## src/rtl/iir_lpf_mc_if.sv

```systemverilog
// Sample/result handshake bundle for the multi-channel IIR low-pass filter.
// The master side is the producer/consumer; the slave side is the filter.
interface iir_lpf_mc_if #(
    parameter int DATA_W = 16,
    parameter int CH_W   = 2
);
    logic signed [DATA_W-1:0] x_data;
    logic        [CH_W-1:0]   x_ch;
    logic                     x_data_valid;
    logic                     x_data_ready;
    logic                     bypass;
    logic signed [DATA_W-1:0] y_data;
    logic        [CH_W-1:0]   y_ch;
    logic                     y_data_valid;
    logic                     y_ack;
    logic                     ch_err;

    modport master (
        output x_data, x_ch, x_data_valid, bypass, y_ack,
        input  x_data_ready, y_data, y_ch, y_data_valid, ch_err
    );

    modport slave (
        input  x_data, x_ch, x_data_valid, bypass, y_ack,
        output x_data_ready, y_data, y_ch, y_data_valid, ch_err
    );
endinterface

```

## src/rtl/iir_lpf_mc.sv

```systemverilog
// Time-multiplexed multi-channel first-order IIR low-pass filter:
// y[n] = y[n-1] + ((x[n] - y[n-1]) >>> SHIFT), one state register per channel.
module iir_lpf_mc #(
    parameter int DATA_W = 16,
    parameter int N_CH   = 4,
    parameter int CH_W   = 2,
    parameter int SHIFT  = 2,
    parameter int PRIME  = 1
) (
    input  logic          i_CLK,
    input  logic          i_RST,
    iir_lpf_mc_if.slave   bus
);
    typedef enum logic [1:0] {
        S_IDLE = 2'd0,
        S_CALC = 2'd1,
        S_UPD  = 2'd2,
        S_OUT  = 2'd3
    } state_t;

    localparam logic [CH_W:0] N_CH_L = (CH_W + 1)'(N_CH);

    state_t                   state_r;
    state_t                   next_s;
    logic signed [DATA_W-1:0] x_r;
    logic        [CH_W-1:0]   ch_r;
    logic                     byp_r;
    logic signed [DATA_W:0]   diff_r;
    logic signed [DATA_W-1:0] ch_state_r [N_CH];
    logic        [N_CH-1:0]   primed_r;
    logic signed [DATA_W-1:0] y_data_r;
    logic        [CH_W-1:0]   y_ch_r;
    logic                     y_valid_r;
    logic                     ready_r;
    logic                     ch_err_r;

    logic                     ch_ok_s;
    logic                     accept_s;
    logic                     bad_s;
    logic                     ack_s;
    logic signed [DATA_W-1:0] cur_s;
    logic signed [DATA_W:0]   cur_ext_s;
    logic signed [DATA_W:0]   x_ext_s;
    logic signed [DATA_W:0]   sum_s;
    logic                     prime_s;
    logic signed [DATA_W-1:0] y_s;

    assign ch_ok_s = ({1'b0, bus.x_ch} < N_CH_L);

    // State register of the sequencing FSM.
    always_ff @(posedge i_CLK) begin
        if (i_RST) begin
            state_r <= S_IDLE;
        end else begin
            state_r <= next_s;
        end
    end

    // Next-state and handshake decisions.
    always_comb begin
        next_s   = state_r;
        accept_s = 1'b0;
        bad_s    = 1'b0;
        ack_s    = 1'b0;
        case (state_r)
            S_IDLE: begin
                if (bus.x_data_valid) begin
                    if (ch_ok_s) begin
                        accept_s = 1'b1;
                        next_s   = S_CALC;
                    end else begin
                        bad_s  = 1'b1;
                        next_s = S_IDLE;
                    end
                end else begin
                    next_s = S_IDLE;
                end
            end
            S_CALC: next_s = S_UPD;
            S_UPD:  next_s = S_OUT;
            S_OUT: begin
                if (bus.y_ack) begin
                    ack_s  = 1'b1;
                    next_s = S_IDLE;
                end else begin
                    next_s = S_OUT;
                end
            end
            default: next_s = S_IDLE;
        endcase
    end

    // Filter arithmetic; the unprimed/bypass cases pass x straight through.
    always_comb begin
        cur_s     = ch_state_r[ch_r];
        cur_ext_s = {cur_s[DATA_W-1], cur_s};
        x_ext_s   = {x_r[DATA_W-1], x_r};
        sum_s     = cur_ext_s + (diff_r >>> SHIFT);
        prime_s   = (PRIME != 32'sd0) && !primed_r[ch_r];
        if (byp_r || prime_s) begin
            y_s = x_r;
        end else begin
            y_s = sum_s[DATA_W-1:0];
        end
    end

    // Sample capture, channel state update and registered outputs.
    always_ff @(posedge i_CLK) begin
        if (i_RST) begin
            x_r       <= '0;
            ch_r      <= '0;
            byp_r     <= 1'b0;
            diff_r    <= '0;
            primed_r  <= '0;
            y_data_r  <= '0;
            y_ch_r    <= '0;
            y_valid_r <= 1'b0;
            ready_r   <= 1'b1;
            ch_err_r  <= 1'b0;
            for (int i = 0; i < N_CH; i++) begin
                ch_state_r[i] <= '0;
            end
        end else begin
            ch_err_r <= bad_s;
            ready_r  <= (next_s == S_IDLE);
            if (accept_s) begin
                x_r   <= bus.x_data;
                ch_r  <= bus.x_ch;
                byp_r <= bus.bypass;
            end
            if (state_r == S_CALC) begin
                diff_r <= x_ext_s - cur_ext_s;
            end
            // y sits between old state and x, so truncation never wraps.
            if (state_r == S_UPD) begin
                ch_state_r[ch_r] <= y_s;
                primed_r[ch_r]   <= 1'b1;
                y_data_r         <= y_s;
                y_ch_r           <= ch_r;
                y_valid_r        <= 1'b1;
            end else if (ack_s) begin
                y_valid_r <= 1'b0;
            end
        end
    end

    assign bus.x_data_ready = ready_r;
    assign bus.y_data       = y_data_r;
    assign bus.y_ch         = y_ch_r;
    assign bus.y_data_valid = y_valid_r;
    assign bus.ch_err       = ch_err_r;
endmodule
```

## src/flat_wrapper.sv

```systemverilog
// flat-port wrapper written by rule: the top's interface ports become plain ports
module iir_lpf_mc_flat 
#(
    parameter int DATA_W = 16,
    parameter int N_CH   = 4,
    parameter int CH_W   = 2,
    parameter int SHIFT  = 2,
    parameter int PRIME  = 1
)
  (i_CLK, i_RST, bus_x_data, bus_x_ch, bus_x_data_valid, bus_bypass, bus_y_ack, bus_x_data_ready, bus_y_data, bus_y_ch, bus_y_data_valid, bus_ch_err);
  iir_lpf_mc_if #(.DATA_W(DATA_W), .CH_W(CH_W)) bus_i ();
  input  logic i_CLK;
  input  logic i_RST;
  input wire logic [$bits(bus_i.x_data)-1:0] bus_x_data;
  input wire logic [$bits(bus_i.x_ch)-1:0] bus_x_ch;
  input wire logic [$bits(bus_i.x_data_valid)-1:0] bus_x_data_valid;
  input wire logic [$bits(bus_i.bypass)-1:0] bus_bypass;
  input wire logic [$bits(bus_i.y_ack)-1:0] bus_y_ack;
  output wire logic [$bits(bus_i.x_data_ready)-1:0] bus_x_data_ready;
  output wire logic [$bits(bus_i.y_data)-1:0] bus_y_data;
  output wire logic [$bits(bus_i.y_ch)-1:0] bus_y_ch;
  output wire logic [$bits(bus_i.y_data_valid)-1:0] bus_y_data_valid;
  output wire logic [$bits(bus_i.ch_err)-1:0] bus_ch_err;
  assign bus_i.x_data = bus_x_data;
  assign bus_i.x_ch = bus_x_ch;
  assign bus_i.x_data_valid = bus_x_data_valid;
  assign bus_i.bypass = bus_bypass;
  assign bus_i.y_ack = bus_y_ack;
  assign bus_x_data_ready = bus_i.x_data_ready;
  assign bus_y_data = bus_i.y_data;
  assign bus_y_ch = bus_i.y_ch;
  assign bus_y_data_valid = bus_i.y_data_valid;
  assign bus_ch_err = bus_i.ch_err;
  iir_lpf_mc #(.DATA_W(DATA_W), .N_CH(N_CH), .CH_W(CH_W), .SHIFT(SHIFT), .PRIME(PRIME)) u_core (.i_CLK(i_CLK), .i_RST(i_RST), .bus(bus_i));
endmodule
```

## config.mk

```make
export PLATFORM = sky130hd
export DESIGN_NAME = iir_lpf_mc_flat
export DESIGN_NICKNAME = d
export VERILOG_FILES = /design/src/rtl/iir_lpf_mc_if.sv /design/src/rtl/iir_lpf_mc.sv /design/src/flat_wrapper.sv
export SDC_FILE = /design/constraint.sdc
export NUM_CORES = 1
export LEC_CHECK = 0
export CAP_MARGIN = 10
export CORE_MARGIN = 4
export CORE_UTILIZATION = 59
export CTS_CLUSTER_DIAMETER = 200
export DETAILED_ROUTE_END_ITERATION = 12
export PLACE_DENSITY = 0.8
export SYNTH_ARGS = -nofsm -noshare
export SYNTH_HDL_FRONTEND = slang
export SYNTH_SLANG_ARGS = --single-unit
```

## constraint.sdc

```tcl
create_clock -name i_CLK -period 9.5 [get_ports i_CLK]
set_input_delay 1.9 -clock i_CLK [delete_from_list [all_inputs] [get_ports i_CLK]]
set_output_delay 1.9 -clock i_CLK [all_outputs]
set_load 0.05 [all_outputs]
```

# Word level (Yosys, flattened, before mapping)
# Memories as Yosys holds them, arrays and structs flattened. A register that Yosys moved wholly into a read port is not among the register bits.
# Index checks and enable logic that the tools add are counted.
[word_totals]
register_bits = 62
latchBits = 0
ram_bits = 64
rom_bits = 0
inputBits = 23
out_inout_bits = 21
n_memories = 1
[memory_table]
columns = ["memory", "words", "width", "rd", "rd_clocked_by_memory_dff", "wr", "line", "rtl"]
rows = [
  ["u_core.ch_state_r", 4, 16, 1, 1, 4, "iir_lpf_mc.sv:29", "logic signed [DATA_W-1:0] ch_state_r [N_CH];"],
]
[classes]
addsub = 2
multipliers = 0
div_mod_pow = 0
n_lt_le_gt_ge = 2
n_eq_ne = 3
shifts = 0
mux = 24
bitwise_logic = 1
n_reduce_logical = 7
[op_table]
columns = ["cell", "count"]
rows = [
  ["16-bit two-way mux", 2],
  ["16-bit by 16-bit subtractor with 17-bit output", 1],
  ["16-bit by 15-bit adder with 16-bit output", 1],
  ["16-bit OR reduction", 1],
  ["1-bit two-way mux", 15],
  ["2-bit two-way mux", 4],
  ["2-bit case mux with 4 select lines", 1],
  ["2-bit == test, second input constant", 2],
  ["2-bit zero test", 2],
  ["4-bit bitwise OR", 1],
  ["2-bit by 3-bit < comparator with 1-bit output, second input constant", 1],
  ["1-bit binary-select mux with 2-bit select", 1],
  ["1-bit demux with 2-bit select", 1],
  ["2-bit by 1-bit == test with 1-bit output, second input constant", 1],
  ["2-bit by 1-bit greater-or-equal comparator with 1-bit output, second input constant", 1],
  ["2-bit nonzero test", 1],
  ["1-bit logical AND", 1],
  ["1-bit zero test", 1],
  ["1-bit logical OR", 1],
]

# Depth between registers and ports, before layout
# Gate-level depths: netlist of run 1.
[logic_depth]
ltp_word = 6
depth_mapped = 15

# Worst setup path after synthesis of run 1
# Ideal clock, no wire load.
[synth_timing]
path_kind = "input -> register"
startpoint = "input port i_RST"
endpoint = "memory u_core.ch_state_r[0][0], enable pin"
setup_time_ns = 0.364
arrival_time_ns = 3.219
setup_slack_ns = 5.918
path_stages = 6
path_buffers = 2
path_cell_list = "clkinv_1 > nand2_1 > or3_1 > clkbuf_1 > clkbuf_1 > nand2_1"
[synth_rtl]
columns = ["item", "line", "rtl"]
rows = [
  ["start: declaration", "flat_wrapper.sv:13", "input logic i_RST;"],
  ["end: declaration", "iir_lpf_mc.sv:29", ""],
]

==> impl_results.md, run 1 <==
* Fin nets at between 700 and 800
* Worst Path Required at 9.61 ns
* Post_cts resized at 0
* ANT nets after route at 0
* Root buf cell: clkbuf_8
* Mapped cell area at ~6500 um^2
* Most frequent cells in the layout: nand2_1, nor2_1, edfxtp_1
* Crit Path Max Fanout at 49
* Leak at 2.949 nW
* Crit path top cell by count: nand2_1
* Final count of pins violating max slew at 0
* Setup slack after placement at 4.373 ns
* Synth async-reset ratio at 0%
* P&R area growth vs syn at 15.76%
* DRT met1 WL at roughly 6700 um
* # setup viols final at 0
* Die Area at 12780 um^2
* Global route overflow at 0
* Clock buffer depth at 2
* Clock share of power at a little under two fifths
* Internal Power at approximately 0.0011 W
* Worst-Skew Late Latency at around 0.53 ns
* Register bit total from synthesis at 126
* Unrepaired setup endpoints after global routing: no
* CP Cell Sequence: buf_2 > buf_4 > clkinv_1 > nand2_1 > nor2_1 > nand2_1 > nand2_1
* Max Freq at about 0.22 GHz
* Logic pwr share at 21.2%
* Worst-Margin Slew at between 1 and 1.5 ns
* Routed length on met2 at roughly 7500 um
* Num CTS Buffers at 17
* Sw frac at a little over 30%
* Wire length on met3 at around 1400 um
* Peak VDD IR at roughly 0.17 mV
* Ys flop type: edfxtp_1
* H-tree level count at 4
* CORE AREA at ~11000 um^2
* Global-route wire length before repair at approximately 26000 um
* Vias at 5136
* Ys Warns at 0
* Worst Setup Path Type: in -> reg
* Fin. Hold Viols at 0
* Clock Sinks at ~130
* DRC viols at 0
* P_sw at ~0.00048 W
* Layout cell share with drive strength beyond 1 at 7.563%
* Fin crit period at about 4.6 ns
* Initial antenna violation count at 0
* Detailed Route Iter0 Violations at between 400 and 500
* DP Area at roughly 7000 um^2
* Number of hold buffers added after cts at 0
* Placer Congestion at approximately 0.9
* Synth Net Count at around 720
* Rel. slew slack at between 20% and 30%
* Tightest Hold Check Type: reg -> reg
* Commonest non-fill, non-tap cell in the layout: nand2_1
* Antenna diodes at 0
* DR top layer: met4
* WL final at between 15000 and 20000 um
* Vias in the first global route at 5074
* CP max stage cell: nand2_1
* Die width at around 110 um
* Worst-path clk slew at about 0.060 ns
* CTS tree: built
* CP max stage delay at 0.68 ns
* Endpoint class of the critical path: register
* Final setup margin at 4.946 ns
* Largest net degree at the start of global routing at 50
* CP Buf/Inv Count at 3
* Post-synthesis sequential area ratio at 48.59%
* Cell Rows at 38
* CP arrival at about 4.7 ns
* Post-synth cell types at between 50 and 60
* Fin area at approximately 7500 um^2
* All-layer global routing usage at a little over a quarter
* EDFF count, synth at 64
* # port buffers at 42
* Initial core utilization at ~60%
* Setup TNS at 0 ns
* Number of max-cap violations at 0
* Syn Inst Count at 668
* Post-DP HPWL at 11440 um
* WL per Instance at around 19 um
* Synthesized area per cell at 9.746 um^2
* Setup Fix Bufs, Post-CTS at 0
* I/O Pins at 44
* Power Density at roughly 210 nW/um^2
* Drt first pass iters at 5
* Vias per cell at ~6
* Crit share post-route at 47.94%
* Outcome: finished, final reports clean
* Clk_skew at 0.004532 ns
* Setup crit start kind: primary input
* Die Y at about 110 um
* Family with the most delay on the worst path: simple AND/OR/NAND/NOR gates
* Sequential power share at about two fifths
## worst min-delay path, stage by stage (launching register included)
cell and delay (ns):
dfxtp_1 0.31, nand2_1 0.05, nand2_1 0.04
## path summary, 6_finish.rpt
kind                                      from                                endpoint  slack, ns  cells after the start
max reg2reg                           register  u_core.ch_state_r[1][14]$_SDFFCE_PN0P_       5.16                     13
min reg2reg  u_core.bus.y_data[0]$_SDFFE_PP0P_       u_core.bus.y_data[0]$_SDFFE_PP0P_       0.44                      2
max                                      i_RST   u_core.ch_state_r[2][0]$_SDFFCE_PN0P_       4.95                      7
min          u_core.bus.y_data[0]$_SDFFE_PP0P_       u_core.bus.y_data[0]$_SDFFE_PP0P_       0.44                      2
## routing by layer
| metal | vias to the layer above | global-route usage (%) |
|---|---|---|
| met4 | 0 | 10.74 |
| met3 | 35 | 6.257 |
| met2 | 231 | 41.27 |
| li1 | 2447 | - |
| met5 | - | 0 |
| met1 | 2423 | 36.57 |
## cell families after synthesis
family / after synthesis / share of synthesized area (%)
simple gates: 248 / 16.78
compound gates: 151 / 15.01
fa+ha+maj: 31 / 6.073
mux: 25 / 6.977
xor+xnor: 16 / 2.153
flops: 126 / 48.59
buf+inv: 70 / 4.363
other cells: 1 / 0.05760
## state kept, by name, summed over array words and instances (netlist names), named ones only
name,flops
u_core.byp_r,1
u_core.bus.y_ch,2
u_core.bus.x_data_ready,1
u_core.ch_r,2
u_core.primed_r,4
u_core.bus.y_data,16
u_core.ch_state_r,64
u_core.x_r,16
u_core.bus.y_data_valid,1
u_core.state_r,2
u_core.diff_r,15
## metrics by stage
| stage | instances | util [%] | power, W | hold slack [ns] |
|---|---|---|---|---|
| detailed placement | 821 | 64.44 | 0.0009633 | 0.4327 |
| global route | 854 | 69.52 | 0.001621 | 0.4636 |
| global placement | 821 | 64.44 | 0.0009555 | 0.4307 |
| CTS | 853 | 69.39 | 0.001552 | 0.4428 |
| finish | 854 | 69.52 | 0.001551 | 0.4388 |
| floorplan | 668 | - | 0.0008745 | 0.4315 |
## synth_stat cells (all sizes together) (2+ instances only)
master,number,area (um^2)
a21o,15,112.6
nor2,86,325.3
dfxtp,62,1241
o31a,3,26.28
or3,6,37.54
a211oi,11,92.58
and2,7,43.79
a31oi,12,75.07
o21ai,22,110.1
nand3b,2,15.01
nor3b,5,37.54
nor3,6,30.03
and3,3,18.77
nand3,6,30.03
o31ai,6,50.05
a21oi,57,285.3
o21a,4,30.03
xor2,7,61.31
a221oi,2,35.04
xnor2,9,78.83
o211ai,4,30.03
nor4,4,25.02
ha,30,375.4
edfxtp,64,1922
nand4,4,25.02
a211o,3,26.28
buf,9,55.04
nand2,100,375.4
clkbuf,24,90.09
and4,3,26.28
nor2b,9,56.30
mux2i,9,90.09
o21bai,4,30.03
mux4,15,352.8
inv,36,135.1
a311o,3,30.03
nand2b,5,31.28
## final cells by class
class / count / area, um^2
sequential: 126 / 3163
fill: 842 / 3304
clock inverter: 15 / 122.6
clock buffer: 17 / 414.1
tap: 140 / 175.2
inverter: 37 / 138.9
timing repair buffer: 47 / 459.2
multi-input combinational: 472 / 3063
## power groups by stage
stage / Combinational (W) / Sequential (W) / Clock, W
final: 0.000328 / 0.000634 / 0.000589
after detailed placement: 0.000319 / 0.000644 / 0
after global routing: 0.000362 / 0.000637 / 0.000622
after CTS: 0.000323 / 0.000633 / 0.000596
after floorplan: 0.000227 / 0.000647 / 0
after global placement: 0.000313 / 0.000642 / 0
(Power assumes the default switching activity.)
==> run 2: changes to the inputs <==
clock period = 4.45 ns   (was 9.5 ns; I/O delays follow)
==> run 2 against run 1 <==
Final cell count grew 0.70%. Via count is essentially flat. Highest routed layer unchanged. Final area grew 1.0%. Register-to-register slack lost 4.4 ns. Utilization grew 0.72 points. Non-clock buffer count grew 6. Critical path type is now reg -> reg.
==> impl_results.md, run 2 (synthesis results as in run 1) <==
* Setup crit start kind: register
* Crit share post-route at 83.05%
* Global-route wire length before repair at 26330 um
* Fin nets at roughly 760
* Vias per cell at about 6
* Rel. slew slack at 30.96%
* Worst-Skew Late Latency at ~0.54 ns
* Final count of pins violating max slew at 0
* Drt first pass iters at 5
* Final setup margin at 0.7544 ns
* Die width at between 100 and 150 um
* Number of hold buffers added after cts at 0
* Worst-Margin Slew at 1.032 ns
* CORE AREA at 10840 um^2
* Die Area at 12780 um^2
* Power Density at roughly 450 nW/um^2
* Fin. Hold Viols at 0
* H-tree level count at 4
* Root buf cell: clkbuf_8
* Clock buffer depth at 2
* DP Area at roughly 7000 um^2
* WL final at 16270 um
* DRC viols at 0
* Die Y at around 110 um
* I/O Pins at 44
* Setup Fix Bufs, Post-CTS at 0
* WL per Instance at 18.92 um
* CP max stage cell: mux4_1
* # setup viols final at 0
* ANT nets after route at 0
* Unrepaired setup endpoints after global routing: no
* CP Cell Sequence: mux4_1 > ha_1 > a21o_1 > a21oi_1 > nand2_1 > o31ai_1 > o211ai_1 > a31oi_1 > nor2_1
* Commonest non-fill, non-tap cell in the layout: nand2_1
* Family with the most delay on the worst path: compound AO/OA/AOI/OAI gates
* Fin crit period at 3.696 ns
* Largest net degree at the start of global routing at between 40 and 50
* CP Buf/Inv Count at 0
* Cell Rows at 38
* Global route overflow at 0
* Max reg flops at 64
* Post_cts resized at 0
* Setup slack after placement at 0.8397 ns
* Fillers at around 800
* Crit Path Max Fanout at 7
* Final Instance Count excl. Fillers at 860
* Peak VDD IR at 0.4298 mV
* Setup TNS at 0 ns
* Min Hold Slack at around 0.44 ns
* Placer Congestion at about 0.95
* Max Freq at 0.2706 GHz
* Post-Place Cells at 828
* Layout cell share with drive strength beyond 1 at slightly above 8%
* # port buffers at 42
* CP arrival at 3.95 ns
* Post-DP HPWL at ~11000 um
* Clock Sinks at ~130
* Vias in the first global route at just under 5000
* Fin area at about 7600 um^2
* Outcome: finished, final reports clean
* Initial antenna violation count at 0
* Worst-path clk slew at approximately 0.060 ns
* Leak at 3.001 nW
* P&R area growth vs syn at 16.95%
* Detailed Route Iter0 Violations at 414
* Number of max-cap violations at 0
* Vias at 5141
* Worst Setup Path Type: reg -> reg
* Clk_skew at approximately 0.018 ns
* Endpoint class of the critical path: register
* Most frequent cells in the layout: nand2_1, nor2_1, edfxtp_1
* Largest Register: u_core.ch_state_r
* CP max stage delay at a little over 0.7 ns
* CTS tree: built
* Antenna diodes at 0
* Num CTS Buffers at 17
* Initial core utilization at roughly 60%
* Tightest Hold Check Type: reg -> reg
* All-layer global routing usage at around 27%
* Worst Path Required at around 4.7 ns
-- run 2: cell count changes in the layout (fill, tap and decap cells not counted), moves of 3 or more --
cell / delta
clkinvlp_4: -3
clkbuf_1: +4
buf_4: +7
clkinv_2: -3
-- run 2: final cells by class --
type	instances	area [um^2]	area share (%)
flip-flops and latches	126	3163	41.54
multi-input cells	472	3063	40.23
repair buffers	53	498.0	6.541
clock buffers	24	470.5	6.179
well taps	140	175.2	2.301
inverters	37	138.9	1.824
clock inverters	8	105.1	1.380
-- run 2: final timing paths --
check / cells past startpoint / end / from / slack (ns)
setup / recovery: 9 / u_core.ch_state_r[0][10]$_SDFFCE_PN0P_ / register / 0.75
hold / removal: 2 / u_core.bus.y_data[0]$_SDFFE_PP0P_ / u_core.bus.y_data[0]$_SDFFE_PP0P_ / 0.44
setup reg to reg: 9 / u_core.ch_state_r[0][10]$_SDFFCE_PN0P_ / register / 0.75
hold reg to reg: 2 / u_core.bus.y_data[0]$_SDFFE_PP0P_ / u_core.bus.y_data[0]$_SDFFE_PP0P_ / 0.44
-- run 2: worst min-delay path, cell delays in order, from the launching register on --
cell and delay [ns]:
dfxtp_1 0.30, nand2_1 0.05, nand2_1 0.04
-- run 2: metrics by stage --
| stage | power (W) | utilization [%] |
|---|---|---|
| final | 0.003403 | 70.23 |
| after CTS | 0.003412 | 70.23 |
| after detailed placement | 0.002055 | 64.92 |
| after global placement | 0.002041 | 64.92 |
| after floorplan | 0.001867 | - |
| after global routing | 0.003553 | 70.23 |
-- run 2: metal layers --
metal | track usage (%) | part of all wire, % | up-vias
met1 | 38.09 | 43 | 2439
met3 | 6.150 | 7.6 | 31
met4 | 8.333 | 2.2 | 0
met5 | 0 | 0 | -
li1 | - | - | 2458
met2 | 41.55 | 47 | 213
-- run 2: report_power, final --
part | internal, W | switching (W)
sequential | 0.00129 | 0.0000521
clock | 0.000846 | 0.000512
combinational | 0.000267 | 0.000433
total | 0.00241 | 0.000997
==> run 3: changes to the inputs <==
clock period = 3.5 ns   (was 4.45 ns; I/O delays follow)
==> run 3 against run 2 <==
Clock skew down 0.010 ns. Die area unchanged. First-iteration DRC count down 4.1%. Clock power up 29%. Flip-flop and latch count unchanged. Global-route usage up 1.1 points. Via count up 2.9%. Largest cell class unchanged. Largest power group unchanged. Clock-buffer cell count down 2. Critical path depth up 2. Sequential power up 28%. Hold slack better by 0.0057 ns. Combinational power up 36%.
==> impl_results.md, run 3 (synthesis results as in run 1) <==
* Fin. Hold Viols at 0
* Endpoint class of the critical path: register
* Vias in the first global route at between 5000 and 6000
* CP max stage cell: mux4_1
* Worst reg2reg setup slack at between 0.1 and 0.15 ns
* Leak at 3.084 nW
* Final count of pins violating max slew at 0
* # setup viols final at 0
* R2R depth at 11
* Largest Register: u_core.ch_state_r
* Initial antenna violation count at 0
* # port buffers at 42
* Crit share post-route at 96.11%
* Rel. slew slack at roughly two fifths
* Setup TNS at 0 ns
* Fin nets at approximately 770
* Fin crit period at 3.364 ns
* Worst-Skew Late Latency at ~0.55 ns
* Max Freq at 0.2973 GHz
* Detailed Route Iter0 Violations at about 400
* WL per Instance at 19.90 um
* Hold path cells at 2
* Number of max-cap violations at 0
* Post-DP HPWL at 11550 um
* Max reg flops at between 60 and 70
* Die Area at between 10000 and 15000 um^2
* Commonest non-fill, non-tap cell in the layout: nand2_1
* Cell Rows at 38
* Die width at between 100 and 150 um
* FF-to-FF End: u_core.ch_state_r[1][10]$_SDFFCE_PN0P_
* Crit Path Max Fanout at 8
* Power Density at between 500 and 600 nW/um^2
* WL final at around 17000 um
* I/O Pins at 44
* Largest net degree at the start of global routing at 49
* Root buf cell: clkbuf_8
* Global route overflow at 0
* Antenna diodes at 0
* Tightest Hold Check Type: reg -> reg
* All-layer global routing usage at between 20% and 30%
* Outcome: finished, final reports clean
* Clk_skew at between 0.008 and 0.009 ns
* Hold Crit Start: u_core.bus.y_data[1]$_SDFFE_PP0P_
* CP max stage delay at 0.60 ns
* Worst-Margin Slew at 0.8692 ns
* Clock Sinks at around 130
* Fin util at 71.92%
* P&R area growth vs syn at 19.76%
* Vias per cell at 6.065
* Vias at 5289
* Drt first pass iters at 5
* DP Area at ~7000 um^2
* Fin area at a little under 8000 um^2
* Worst-path clk slew at ~0.060 ns
* Final setup margin at between 0.1 and 0.15 ns
* Most frequent cells in the layout: nand2_1, nor2_1, edfxtp_1
* Worst Setup Path Type: reg -> reg
* Unrepaired setup endpoints after global routing: no
* Setup slack after placement at around 0.059 ns
* CP Cell Sequence: buf_12 > mux4_1 > ha_1 > a21o_1 > a21oi_1 > nand2_1 > o31ai_1 > o211ai_1 > a31oi_1 > buf_4 > nor2_1
* Peak VDD IR at ~0.43 mV
* CORE AREA at between 10000 and 15000 um^2
* Hold Path End: u_core.bus.y_data[1]$_SDFFE_PP0P_
* ANT nets after route at 0
* Die Y at between 100 and 150 um
* Number of hold buffers added after cts at 0
* DRC viols at 0
* Setup crit start kind: register
* Worst Path Required at about 3.8 ns
* Family with the most delay on the worst path: compound AO/OA/AOI/OAI gates
* Global-route wire length before repair at approximately 27000 um
* Placer Congestion at ~0.9
* Fillers at 778
* H-tree level count at 4
* CP Buf/Inv Count at 2
* Layout cell share with drive strength beyond 1 at 11.07%
* Num CTS Buffers at 17
* CTS tree: built
* CP arrival at roughly 3.7 ns
* Initial core utilization at between 60% and 70%
* Clock buffer depth at 2
-- run 3: changes by cell type in the layout (fill, tap and decap cells not counted), sizes merged --
cell | before | now
buf | 12 | 24
clkinv | 3 | 6
clkbuf | 24 | 22
bufinv | 2 | 1
-- run 3: layout make-up --
class / count / area [um^2] / share of cell area (%)
clock buffers: 22 / 495.5 / 6.355
clock inverters: 10 / 97.59 / 1.252
inverters: 37 / 138.9 / 1.781
multi-input cells: 472 / 3100 / 39.77
flip-flops and latches: 126 / 3163 / 40.57
well taps: 140 / 175.2 / 2.247
repair buffers: 65 / 625.6 / 8.024
-- run 3: metrics by stage --
step                total power [W]  std cells  hold slack, ns
global placement           0.002619        835          0.4314
global route               0.004580        872          0.4776
finish                     0.004409        872          0.4452
CTS                        0.004390        867          0.4500
floorplan                  0.002374        668          0.4315
detailed placement         0.002645        835          0.4417
-- run 3: timing repair --
item | in CTS | in global routing
setup endpoints to repair | 0 | 27
resized for setup | 0 | 8
buffers inserted | 0 | 5
-- run 3: how the worst max path moves through the flow --
stage,to,depth (start not counted)
floorplan,u_core.ch_state_r[0][14]$_SDFFCE_PN0P_,14
global placement,u_core.ch_state_r[1][11]$_SDFFCE_PN0P_,10
detailed placement,u_core.ch_state_r[1][7]$_SDFFCE_PN0P_,10
CTS,u_core.ch_state_r[1][14]$_SDFFCE_PN0P_,14
global route,u_core.ch_state_r[1][7]$_SDFFCE_PN0P_,10
finish,u_core.ch_state_r[1][10]$_SDFFCE_PN0P_,11
-- run 3: power breakdown --
part	leakage, nW	internal [W]	total, W	switching, W
logic	1.62	0.000371	0.000952	0.000581
registers	1.17	0.00164	0.00171	0.0000664
clock network	0.293	0.00107	0.00175	0.000677
-- run 3: metal layers --
metal	GRT usage, %	wire length, um
met2	44.75	8334
met5	0	0
met4	9.215	351
met3	7.326	1357
met1	37.42	7315
-- run 3: worst register-to-register path: cells and delay by family (launching register included) --
family / cells / cell delay (ns)
buffers and inverters: 2 / 0.35
muxes: 1 / 0.60
and+or+nand+nor: 2 / 0.18
DFF: 1 / 0.36
AOI/OAI and AO/OA: 5 / 1.25
adders and majority gates: 1 / 0.38
